[config.mk]
export PLATFORM = sky130hd
export DESIGN_NAME = dispatch_queue
export DESIGN_NICKNAME = d
export VERILOG_FILES = /design/src/rtl/dispatch_queue.sv
export SDC_FILE = /design/constraint.sdc
export NUM_CORES = 1
export LEC_CHECK = 0
export ABC_AREA = 1
export CAP_MARGIN = 25
export CORE_MARGIN = 5
export CORE_UTILIZATION = 40
export DETAILED_ROUTE_END_ITERATION = 10
export GPL_TIMING_DRIVEN = 0
export PLACE_DENSITY = 0.58
export SYNTH_ARGS = -nofsm -noshare
export SYNTH_HDL_FRONTEND = slang
export SYNTH_SLANG_ARGS = --single-unit
export TNS_END_PERCENT = 20
[constraint.sdc]
create_clock -name clk -period 6.2 [get_ports clk]
set_input_delay 0.62 -clock clk [delete_from_list [all_inputs] [get_ports clk]]
set_output_delay 0.62 -clock clk [all_outputs]
set_load 0.05 [all_outputs]
[src/rtl/dispatch_queue.sv]
// dispatch_queue: DEPTH-entry in-order FIFO between decode and rename/dispatch.
// Issues at most one head entry per cycle when ROB, free list and target RS
// can all accept it, drives the rename/dispatch write enables, supports a
// full squash, tracks stalled head cycles and flags illegal RS classes.
module dispatch_queue #(
  parameter int DEPTH     = 4,
  parameter int PAYLOAD_W = 64,
  parameter int NUM_RS    = 4,
  parameter int CNT_W     = 32,
  localparam int CLASS_W  = (NUM_RS > 1) ? $clog2(NUM_RS) : 1,
  localparam int PTR_W    = $clog2(DEPTH) + 1
) (
  input  logic                 clk,
  input  logic                 rst_n,
  input  logic                 flush,
  input  logic                 in_valid,
  output logic                 in_ready,
  input  logic [PAYLOAD_W-1:0] in_payload,
  input  logic [4:0]           in_rd,
  input  logic [CLASS_W-1:0]   in_class,
  input  logic                 free_empty,
  input  logic                 rob_full,
  input  logic [NUM_RS-1:0]    rs_full,
  output logic                 head_valid,
  output logic [PAYLOAD_W-1:0] head_payload,
  output logic [4:0]           head_rd,
  output logic                 dispatch_fire,
  output logic [NUM_RS-1:0]    rs_we,
  output logic                 rob_we,
  output logic                 rat_we,
  output logic                 free_deq,
  output logic [PTR_W-1:0]     occupancy,
  output logic [CNT_W-1:0]     stall_cnt,
  output logic                 err_class
);

  localparam int ADDR_W = $clog2(DEPTH);

  // Entry storage; pointers carry one extra wrap bit to tell full from empty.
  logic [PAYLOAD_W-1:0] r_payload_mem [DEPTH];
  logic [4:0]           r_rd_mem      [DEPTH];
  logic [CLASS_W-1:0]   r_class_mem   [DEPTH];

  logic [PTR_W-1:0]     r_rd_ptr;
  logic [PTR_W-1:0]     r_wr_ptr;
  logic                 r_ready_en;
  logic [CNT_W-1:0]     r_stall_cnt;
  logic                 r_err_class;

  logic [ADDR_W-1:0]    w_rd_addr;
  logic [ADDR_W-1:0]    w_wr_addr;
  logic [PTR_W-1:0]     w_occupancy;
  logic                 w_full;
  logic                 w_head_valid;
  logic [CLASS_W-1:0]   w_head_class;
  logic [4:0]           w_head_rd;
  logic [NUM_RS-1:0]    w_rs_hit;
  logic                 w_head_legal;
  logic                 w_head_rs_full;
  logic                 w_preg_blocked;
  logic                 w_can;
  logic                 w_fire;
  logic                 w_bad_pop;
  logic                 w_pop;
  logic                 w_enq;
  logic                 w_stall;

  assign w_rd_addr   = r_rd_ptr[ADDR_W-1:0];
  assign w_wr_addr   = r_wr_ptr[ADDR_W-1:0];
  assign w_occupancy = r_wr_ptr - r_rd_ptr;
  assign w_full      = (w_occupancy == PTR_W'(DEPTH));
  assign w_head_valid = (w_occupancy != '0);

  // Head fields come straight from storage at the read pointer; an entry
  // written at one edge is only visible after that edge (no bypass).
  assign w_head_class = r_class_mem[w_rd_addr];
  assign w_head_rd    = r_rd_mem[w_rd_addr];
  assign head_payload = r_payload_mem[w_rd_addr];
  assign head_rd      = w_head_rd;
  assign head_valid   = w_head_valid;
  assign occupancy    = w_occupancy;

  // in_ready depends only on registered state; r_ready_en keeps it low
  // during reset and until the first clock after release.
  assign in_ready = r_ready_en & ~w_full;
  assign w_enq    = in_valid & in_ready & ~flush;

  // Per-RS decode of the head class: selects the full flag and write enable.
  // A class with no matching RS decodes to all zeros, which marks it illegal.
  for (genvar gi = 0; gi < NUM_RS; gi++) begin : g_rs
    assign w_rs_hit[gi] = (w_head_class == CLASS_W'(gi));
    assign rs_we[gi]    = w_fire & w_rs_hit[gi];
  end

  assign w_head_legal   = |w_rs_hit;
  assign w_head_rs_full = |(w_rs_hit & rs_full);

  // Only instructions that write a register need a free physical register.
  assign w_preg_blocked = (w_head_rd != 5'd0) & free_empty;

  assign w_can  = w_head_valid & ~flush & ~rob_full & ~w_head_rs_full & ~w_preg_blocked;
  assign w_fire = w_can & w_head_legal;

  // Illegal heads are discarded in one cycle without touching any resource.
  assign w_bad_pop = w_head_valid & ~flush & ~w_head_legal;
  assign w_pop     = w_fire | w_bad_pop;

  // A legal head that could not leave this cycle counts as a stall.
  assign w_stall = w_head_valid & ~flush & ~w_fire & w_head_legal;

  assign dispatch_fire = w_fire;
  assign rob_we        = w_fire;
  assign rat_we        = w_fire & (w_head_rd != 5'd0);
  assign free_deq      = w_fire & (w_head_rd != 5'd0);
  assign stall_cnt     = r_stall_cnt;
  assign err_class     = r_err_class;

  // Entry write port: storage itself needs no reset, validity lives in the pointers.
  always_ff @(posedge clk) begin
    if (w_enq) begin
      r_payload_mem[w_wr_addr] <= in_payload;
      r_rd_mem[w_wr_addr]      <= in_rd;
      r_class_mem[w_wr_addr]   <= in_class;
    end
  end

  // Read/write pointer update; flush squashes everything including this cycle's enqueue.
  always_ff @(posedge clk or negedge rst_n) begin
    if (!rst_n) begin
      r_rd_ptr <= '0;
      r_wr_ptr <= '0;
    end else if (flush) begin
      r_rd_ptr <= '0;
      r_wr_ptr <= '0;
    end else begin
      if (w_pop) begin
        r_rd_ptr <= r_rd_ptr + PTR_W'(1);
      end
      if (w_enq) begin
        r_wr_ptr <= r_wr_ptr + PTR_W'(1);
      end
    end
  end

  // Ready enable: held low in reset, rises on the first clock afterwards.
  always_ff @(posedge clk or negedge rst_n) begin
    if (!rst_n) begin
      r_ready_en <= 1'b0;
    end else begin
      r_ready_en <= 1'b1;
    end
  end

  // Saturating stall counter; survives flush, cleared only by reset.
  always_ff @(posedge clk or negedge rst_n) begin
    if (!rst_n) begin
      r_stall_cnt <= '0;
    end else if (w_stall && (r_stall_cnt != {CNT_W{1'b1}})) begin
      r_stall_cnt <= r_stall_cnt + CNT_W'(1);
    end
  end

  // Sticky illegal-class flag; survives flush, cleared only by reset.
  always_ff @(posedge clk or negedge rst_n) begin
    if (!rst_n) begin
      r_err_class <= 1'b0;
    end else if (w_bad_pop) begin
      r_err_class <= 1'b1;
    end
  end

endmodule

==> flow_metrics.tcl, run 1 <==
set metrics [dict create \
    required_ns 5.58 \
    finalHoldViolCount 0 \
    p_leak_nw 6.24 \
    synth-compound-area-share_pct 8.11 \
    crit_path_end_kind "output pin" \
    grt_pass1_vias 9241 \
    dpl.hpwl_microns 23400 \
    synthAdderAreaFrac_pct 0.812 \
    n_antenna_cell 0 \
    syn_nets 1200 \
    die_area_sq_um 36900 \
    maxSlewViolCount 0 \
    critical-path-top-delay-family "buffers and inverters" \
    wl_met2_microns 16100 \
    drc_errors 0 \
    cts.repair.resized 0 \
    start_kind "flip-flop" \
    post_cts_buffers 0 \
    routedWlPerCell_microns 18.8 \
    layout_commonest_cell "edfxtp_1" \
    slew_headroom_pct 37.9 \
    synthFlopType "edfxtp_1" \
    post-route-period-util_pct 68.7 \
    min_period_ns 4.26 \
    finalSetupViolations 0 \
    yosys-mux-area-fraction_pct 0 \
    synth.distinct_cells 27 \
    synth_top_family_by_area "simple AND/OR/NAND/NOR gates" \
    gp_congestion 0.921 \
    p_comb_share_pct 20.9 \
    grt_max_degree 36 \
    ys_seq_area_share_pct 71.9 \
    clk_latency_ns 0.52 \
    area_growth_pct 30.3 \
    die_w_microns 192 \
    core_region_area_sq_um 32600 \
    numCtsBuffers 36 \
    postRouteAntennaNets 0 \
    synthXorXnorAreaFrac_pct 2.18 \
    core.rowCount 66 \
    crit_path_max_fanout 10 \
    rrSetupSlack_ns 2.83 \
    switchingPower_mw 1.72 \
    dpl.cell_count 1760 \
    syn_area_per_cell_sq_um 11.9 \
    tns_ns 0 \
    port_buffers 195 \
    m1WireLength_microns 15300 \
    fin_total_pwr_mw 5.80 \
    path_class "flip-flop to output pin" \
    synth_top_area_share_pct 64.4 \
    cap_violations 0 \
    crit-reg2reg-launch "r_wr_ptr[0]" \
    dr.pass1.iters 5 \
    cts_tree "yes" \
    h-tree-depth 2 \
    yosys.area.top_type "edfxtp_1" \
    grt_usage_pct 18.5 \
    io_pins 196 \
    final_cells 1827 \
    crit_path_frequent_cell "buf_6" \
    clock.fmax_mhz 235 \
    synth_seq_cells 324 \
    crit_chain "buf_6, inv_4, buf_6, clkbuf_1, buf_1, nor2_1, o22ai_1, clkdlybuf4s50_1" \
    cts_sinks 324 \
    min_from "err_class" \
    nets 1446 \
    holdPathEnd "err_class" \
    drt-initial-drc-count 488 \
    final_cell_mix "edfxtp_1 (284), clkdlybuf4s50_1 (194), nand2_1 (183)" \
    p_clk_share_pct 36.8 \
    fp.dieH_microns 192 \
    reg2reg_depth 13 \
    place_area_sq_um 16000 \
    path_buf_inv 6 \
    hold_class "flip-flop to flip-flop" \
    finalWirelength_microns 34300 \
    r2r_end "r_payload_mem[1][2]" \
    netlist_area_sq_um 13300 \
    slowest_delay_ns 0.88 \
    synth_edf_count 284 \
    ys_top_cells_by_area "edfxtp_1 (64%), dfrtp_1 (7.6%), nand2_1 (5.2%), o21ai_0 (4.9%), nor2_1 (4.8%)" \
    via_per_inst 4.99 \
    dr_wl_met3_microns 2270 \
    syn_inst 1111 \
    powerDensity_nw_per_um2 336 \
    yosysWarnings 0 \
    cts_max_path_buffers 3 \
    gr-total-overflow 0 \
    cpMaxStageDelayCell "clkdlybuf4s50_1" \
    cp.arrival_ns 3.64 \
    synthSimpleGateAreaFrac_pct 13.6 \
    maxUsedRoutingLayer "met5" \
    ctsRootBufferMaster "clkbuf_16" \
    grt_first_pass_wirelength_microns 53000 \
    p_int_mw 4.08 \
    rsz0062_at_grt "false" \
    async_flop_share_pct 12.3 \
    start_util_pct 40.6 \
    final_area_sq_um 17300 \
    ir_drop_mv 0.255 \
    fin_worst_skew_ns 0.0147 \
    swShare_pct 29.7 \
    num_vias 9116 \
    min_path_cells 1 \
    final_layout_size_suffix_gt1_share_pct 6.86 \
    status "completed" \
    clkTransAtPathRegs_ns 0.06 \
    tightest_slew_ns 0.929 \
    p_seq_share_pct 42.3 \
    antenna_found_initial 3 \
]
-- cell type report --
type                            instances  area, sq um
Clock inverter                         25          255
Sequential cell                       324         9530
Clock buffer                           41          951
Fill cell                            2808        15400
Tap cell                              442          553
Inverter                               42          160
Multi-Input combinational cell        684         3310
Buffer                                 61          287
Timing Repair Buffer                  208         2220
-- sequential cells by signal, indices dropped and copies added, names as in the netlist --
register	count
r_wr_ptr	3
r_rd_ptr	3
stall_cnt	32
err_class	1
r_payload_mem	256
r_rd_mem	20
r_ready_en	1
r_class_mem	8
-- stage by stage --
| step | setup WS [ns] | hold WS [ns] | util (%) |
|---|---|---|---|
| final | 1.94 | 0.455 | 52.9 |
| after global routing | 1.72 | 0.470 | 52.9 |
| after CTS | 1.88 | 0.451 | 52.9 |
| after detailed placement | 2.43 | 0.447 | 49.2 |
| after global placement | -1.89 | 0.439 | 48.3 |
| after floorplan | 0.381 | 0.324 | - |
-- how the worst max path moves through the flow --
stage | cells past startpoint | start | endpoint | slack [ns]
6_report | 8 | r_rd_ptr[0] | head_payload[35] | 1.94
5_1_grt | 8 | r_rd_ptr[0] | head_payload[59] | 1.72
4_1_cts | 8 | r_rd_ptr[0] | head_payload[5] | 1.88
3_5_place_dp | 8 | r_rd_ptr[0] | head_payload[5] | 2.43
3_3_place_gp | 12 | r_wr_ptr[0] | r_payload_mem[3][15] | -1.89
2_1_floorplan | 12 | r_wr_ptr[0] | r_class_mem[0][0] | 0.38
-- cells in the mapped netlist (5+ instances only) --
master and n:
edfxtp_1 284, nand2_1 183, nor2_1 171, o21ai_0 131, nand3_1 65, o22ai_1 64, clkbuf_1 42, dfrtp_1 40
inv_1 39, xor2_1 20, nor3_1 17, xnor2_1 13, buf_2 10, ha_1 7, nand4_1 6, buf_6 5
-- kinds of logic (layout without fill, tap and decap cells) --
group	Yosys count	count (layout)
adder cells (fa/ha/maj)	8	8
buffers and inverters	103	377
other	1	1
AND/OR/NAND/NOR	445	445
XOR/XNOR	33	33
AO/OA/AOI/OAI	197	197
flip-flops	324	324
-- power groups by stage --
stage	combinational, mW	sequential [mW]	clock [mW]
after floorplan	0.698	2.54	0
after global placement	1.21	2.51	0
after detailed placement	1.22	2.50	0
after CTS	1.23	2.45	2.19
after global routing	1.30	2.46	2.28
final	1.21	2.45	2.13
-- timing repair --
action | in CTS | in global routing
endpoints found under the setup margin | 0 | 0
hold endpoints to repair | 5 | 0
hold buffers | 1 | 0
-- per-layer routing --
metal | vias to the layer above | global-route usage (%)
li1 | 4434 | -
met1 | 4369 | 25.3
met2 | 257 | 30.3
met3 | 50 | 4.23
met4 | 6 | 4.66
met5 | - | 0
No activity file was read; power rests on OpenSTA's default activity.
==> run 2: changes to the inputs <==
--- a/config.mk
+++ b/config.mk
@@ -11,7 +11,7 @@
 export CORE_UTILIZATION = 40
 export DETAILED_ROUTE_END_ITERATION = 10
 export GPL_TIMING_DRIVEN = 0
-export PLACE_DENSITY = 0.58
+export PLACE_DENSITY = 0.6
 export SYNTH_ARGS = -nofsm -noshare
 export SYNTH_HDL_FRONTEND = slang
 export SYNTH_SLANG_ARGS = --single-unit
==> constraint.sdc (replaced) <==
create_clock -name clk -period 3.5 [get_ports clk]
set_input_delay 0.35 -clock clk [delete_from_list [all_inputs] [get_ports clk]]
set_output_delay 0.35 -clock clk [all_outputs]
set_load 0.05 [all_outputs]
==> run 2 against run 1 <==
Sequential power up 78%; register-to-register slack worse by 2.5 ns; largest power group unchanged; via count up 0.38%.
==> flow_metrics.tcl, run 2 (same netlist as run 1, synthesis figures left out) <==
set metrics [dict create \
    maxSlewViolCount 0 \
    dpl.hpwl_microns 23400 \
    path_class "flip-flop to output pin" \
    area_growth_pct 28.9 \
    clkTransAtPathRegs_ns 0.06 \
    gp_congestion 0.914 \
    core_region_area_sq_um 32600 \
    crit_chain "buf_2, buf_2, clkbuf_1, o21ai_0, o22ai_1, dlygate4sd2_1" \
    ir_drop_mv 0.419 \
    ctsRootBufferMaster "clkbuf_16" \
    nets 1444 \
    r2r_end "r_payload_mem[2][27]" \
    cap_violations 0 \
    rsz0062_at_grt "true" \
    place_area_sq_um 16000 \
    io_pins 196 \
    crit_path_end_kind "output pin" \
    die_area_sq_um 36900 \
    die_w_microns 192 \
    finalSetupViolations 0 \
    crit_path_max_fanout 10 \
    status "completed" \
    largest_reg_flops 256 \
    fin_total_pwr_mw 9.98 \
    slew_headroom_pct 40.0 \
    fin_worst_skew_ns 0.0139 \
    rrSetupSlack_ns 0.29 \
    grt_max_degree 39 \
    timing.hold.ws_ns 0.170 \
    start_util_pct 40.6 \
    final_cell_mix "edfxtp_1 (284), nand2_1 (181), nor2_1 (166)" \
    post_cts_buffers 0 \
    final_layout_size_suffix_gt1_share_pct 8.48 \
    finalHoldViolCount 0 \
    fp.dieH_microns 192 \
    drc_errors 0 \
    reg2reg_depth 14 \
    dr.pass1.iters 4 \
    grt_usage_pct 18.4 \
    core.rowCount 66 \
    cpMaxStageDelayCell "dlygate4sd2_1" \
    start_kind "flip-flop" \
    drt-initial-drc-count 591 \
    cts_max_path_buffers 3 \
    post-route-period-util_pct 96.6 \
    clock.fmax_mhz 296 \
    powerDensity_nw_per_um2 584 \
    cp.arrival_ns 3.03 \
    cts_tree "yes" \
    cts_sinks 324 \
    grt_first_pass_wirelength_microns 52600 \
    dpl.cell_count 1759 \
    tightest_slew_ns 0.898 \
    port_buffers 195 \
    h-tree-depth 2 \
    crit_path_frequent_cell "buf_2" \
    postRouteAntennaNets 0 \
    min_period_ns 3.38 \
    final_area_sq_um 17100 \
    via_per_inst 5.02 \
    gr-total-overflow 0 \
    final_cells 1822 \
    required_ns 3.15 \
    grt_pass1_vias 9310 \
    finalWirelength_microns 34300 \
    layout_commonest_cell "edfxtp_1" \
    crit-reg2reg-launch "r_wr_ptr[0]" \
    p_leak_nw 6.31 \
    num_vias 9151 \
    tns_ns 0 \
    hold_class "input pin to async pin" \
    slowest_delay_ns 0.58 \
    routedWlPerCell_microns 18.8 \
    top_register "r_payload_mem" \
    numCtsBuffers 35 \
    antenna_found_initial 3 \
    clk_latency_ns 0.52 \
]
run 2: cell type report:
class                           instances  area [sq um]
Sequential cell                       324          9530
Clock buffer                           45           923
Multi-Input combinational cell        684          3320
Antenna cell                            1          2.50
Buffer                                 61           304
Timing Repair Buffer                  207          2100
Inverter                               42           164
Tap cell                              442           553
Clock inverter                         16           188
Fill cell                            2881         15500
run 2: metrics by stage:
stage	setup slack (ns)	util, %
after detailed placement	0.0740	49.2
final	0.120	52.4
after floorplan	-0.0459	-
after global routing	-0.0422	52.4
after global placement	-0.717	48.4
after CTS	0.0262	52.4
run 2: layer usage:
metal  share of wire (%)  global-route usage [%]
met1                  43                    24.5
met2                  47                    30.0
met3                 7.6                    5.00
met4                 2.1                    4.83
met5                0.12                       0
run 2: how the worst max path moves through the flow:
stage	cells after the start	slack, ns	from	end
finish	6	0.12	r_rd_ptr[1]	head_payload[13]
global route	6	-0.04	r_rd_ptr[1]	head_payload[13]
CTS	13	0.03	r_wr_ptr[0]	free_deq
detailed placement	8	0.07	r_rd_ptr[0]	head_payload[5]
global placement	12	-0.72	r_wr_ptr[0]	r_payload_mem[3][14]
floorplan	11	-0.05	r_wr_ptr[0]	rs_we[0]
run 2: worst max-delay path: cells and delay by family, from the launching register on:
kind,cells,cell delay (ns)
AO/OA/AOI/OAI,2,0.44
buffers and inverters,4,1.60
flip-flops,1,0.46
run 2: what timing repair did:
| action | in CTS | in global routing |
|---|---|---|
| endpoints found under the setup margin | 72 | 51 |
| hold buffers | 1 | 0 |
| gates resized for setup | 95 | 31 |
| hold endpoints to repair | 40 | 0 |
run 2: power by group:
group / switching, mW / total (mW) / internal [mW] / leakage, nW
combinational: 1.49 / 2.06 / 0.566 / 2.66
clock: 1.47 / 3.58 / 2.11 / 0.535
sequential: 0.0513 / 4.35 / 4.30 / 3.11
total: 3.01 / 9.98 / 6.97 / 6.31
==> run 3: changes to the inputs <==
--- a/config.mk
+++ b/config.mk
@@ -11,7 +11,7 @@
 export CORE_UTILIZATION = 40
 export DETAILED_ROUTE_END_ITERATION = 10
 export GPL_TIMING_DRIVEN = 0
-export PLACE_DENSITY = 0.6
+export PLACE_DENSITY = 0.58
 export SYNTH_ARGS = -nofsm -noshare
 export SYNTH_HDL_FRONTEND = slang
 export SYNTH_SLANG_ARGS = --single-unit
==> constraint.sdc (replaced) <==
create_clock -name clk -period 4.2 [get_ports clk]
set_input_delay 0.42 -clock clk [delete_from_list [all_inputs] [get_ports clk]]
set_output_delay 0.42 -clock clk [all_outputs]
set_load 0.05 [all_outputs]
==> run 3 against run 2 <==
Design area rose by 0.78%; combinational power down 13%; sequential share of layout area fell by 0.43 points; clock skew up 0.012 ns; largest power group unchanged.
==> flow_metrics.tcl, run 3 (same netlist as run 1, synthesis figures left out) <==
set metrics [dict create \
    post-route-period-util_pct 95.6 \
    numCtsBuffers 36 \
    critical-path-top-delay-family "buffers and inverters" \
    final_cells 1826 \
    dpl.hpwl_microns 23100 \
    clkTransAtPathRegs_ns 0.06 \
    cts_sinks 324 \
    die_area_sq_um 36900 \
    dpl.cell_count 1760 \
    start_util_pct 40.6 \
    final_cell_mix "edfxtp_1 (284), clkdlybuf4s50_1 (190), nand2_1 (183)" \
    cts_tree "yes" \
    layout_commonest_cell "edfxtp_1" \
    tightest_slew_ns 0.737 \
    post-route-util_pct 52.8 \
    gp_congestion 0.936 \
    timing.hold.ws_ns 0.264 \
    grt_max_degree 38 \
    ctsRootBufferMaster "clkbuf_16" \
    final_layout_size_suffix_gt1_share_pct 6.51 \
    cts_max_path_buffers 3 \
    fp.dieH_microns 192 \
    top_register "r_payload_mem" \
    ir_drop_mv 0.380 \
    core.rowCount 66 \
    gr-total-overflow 0 \
    start_kind "flip-flop" \
    n_fill_cell 2838 \
    grt_pass1_vias 9230 \
    routedWlPerCell_microns 18.6 \
    pre_cts_ws_ns 0.678 \
    final_area_sq_um 17200 \
    core_region_area_sq_um 32600 \
    path_buf_inv 6 \
    crit_path_end_kind "output pin" \
    finalSetupViolations 0 \
    p_leak_nw 6.26 \
    crit_path_max_fanout 10 \
    cap_violations 0 \
    drc_errors 0 \
    via_per_inst 5.03 \
    hold_class "input pin to async pin" \
    place_area_sq_um 16100 \
    io_pins 196 \
    cpMaxStageDelayCell "clkdlybuf4s50_1" \
    slowest_delay_ns 0.88 \
    postRouteAntennaNets 0 \
    min_period_ns 4.01 \
    port_buffers 195 \
    drt-initial-drc-count 624 \
    finalHoldViolCount 0 \
    crit_chain "buf_6, inv_4, buf_6, clkbuf_1, clkbuf_1, nor2_1, o22ai_1, clkdlybuf4s50_1" \
    path_class "flip-flop to output pin" \
    fin_worst_skew_ns 0.0257 \
    area_growth_pct 30.0 \
    die_w_microns 192 \
    grt_usage_pct 18.4 \
    clk_latency_ns 0.53 \
    powerDensity_nw_per_um2 491 \
    maxSlewViolCount 0 \
    required_ns 3.78 \
    largest_reg_flops 256 \
    h-tree-depth 2 \
    slew_headroom_pct 50.8 \
    clock.fmax_mhz 249 \
    cp.arrival_ns 3.59 \
    fin_ws_ns 0.185 \
    dr.pass1.iters 5 \
    grt_first_pass_wirelength_microns 52500 \
    nets 1446 \
    rsz0062_at_grt "true" \
    num_vias 9189 \
    finalWirelength_microns 34000 \
    antenna_found_initial 5 \
    status "completed" \
]
-- run 3: cell types whose count changed in the layout (fill, tap and decap cells not counted), moves of 3 or more --
cell	delta
clkdlybuf4s15_1	-3
buf_2	-4
dlygate4sd2_1	-54
clkinvlp_4	-3
inv_1	+3
clkbuf_2	-16
clkbuf_1	+10
clkdlybuf4s50_1	+68
-- run 3: stage by stage --
stage,TNS [ns],power [mW]
2_1_floorplan,-129.43,4.78
3_3_place_gp,-417.07,5.48
3_5_place_dp,0,5.50
4_1_cts,0,8.56
5_1_grt,-0.00702,8.81
6_report,0,8.46
-- run 3: final timing paths --
| kind | startpoint | to | slack [ns] | cells past startpoint |
|---|---|---|---|---|
| max in group asynchronous | rst_n | err_class | 3.52 | 3 |
| worst max-delay path | r_rd_ptr[0] | head_payload[30] | 0.19 | 8 |
| worst min-delay path | rst_n | r_ready_en | 0.26 | 2 |
| worst min register to register | err_class | err_class | 0.46 | 1 |
| min in group clk | err_class | err_class | 0.46 | 1 |
| worst max register to register | r_wr_ptr[0] | r_payload_mem[2][6] | 0.79 | 14 |
-- run 3: area by class of cell --
type / count / area (sq um) / area share, %
sequential: 324 / 9530 / 55.3
multi-input combinational: 684 / 3310 / 19.2
timing repair buffer: 208 / 2230 / 13.0
clock buffer: 44 / 931 / 5.41
tap: 442 / 553 / 3.21
buffer: 61 / 288 / 1.67
clock inverter: 19 / 216 / 1.26
inverter: 42 / 160 / 0.930
antenna: 2 / 5.00 / 0.0291
-- run 3: layer usage --
layer  wire length, microns  GRT usage [%]  up-vias
li1                       -              -     4437
met1                  15100           25.3     4412
met2                  15700           29.3      283
met3                   2580           4.96       49
met4                    627           4.66        8
met5                     59              0        -
-- run 3: power by group --
| group | switching (mW) | internal, mW | total, mW |
|---|---|---|---|
| registers | 0.0442 | 3.58 | 3.62 |
| logic | 1.24 | 0.548 | 1.79 |
| clock network | 1.21 | 1.83 | 3.04 |
| total | 2.50 | 5.96 | 8.46 |
-- run 3: repair_timing --
item                                    in CTS  in global routing
endpoints found under the setup margin       0                  7
hold buffers                                 1                  0
buffers inserted                             0                  0
resized for setup                            0                  6
hold endpoints to repair                    40                  0
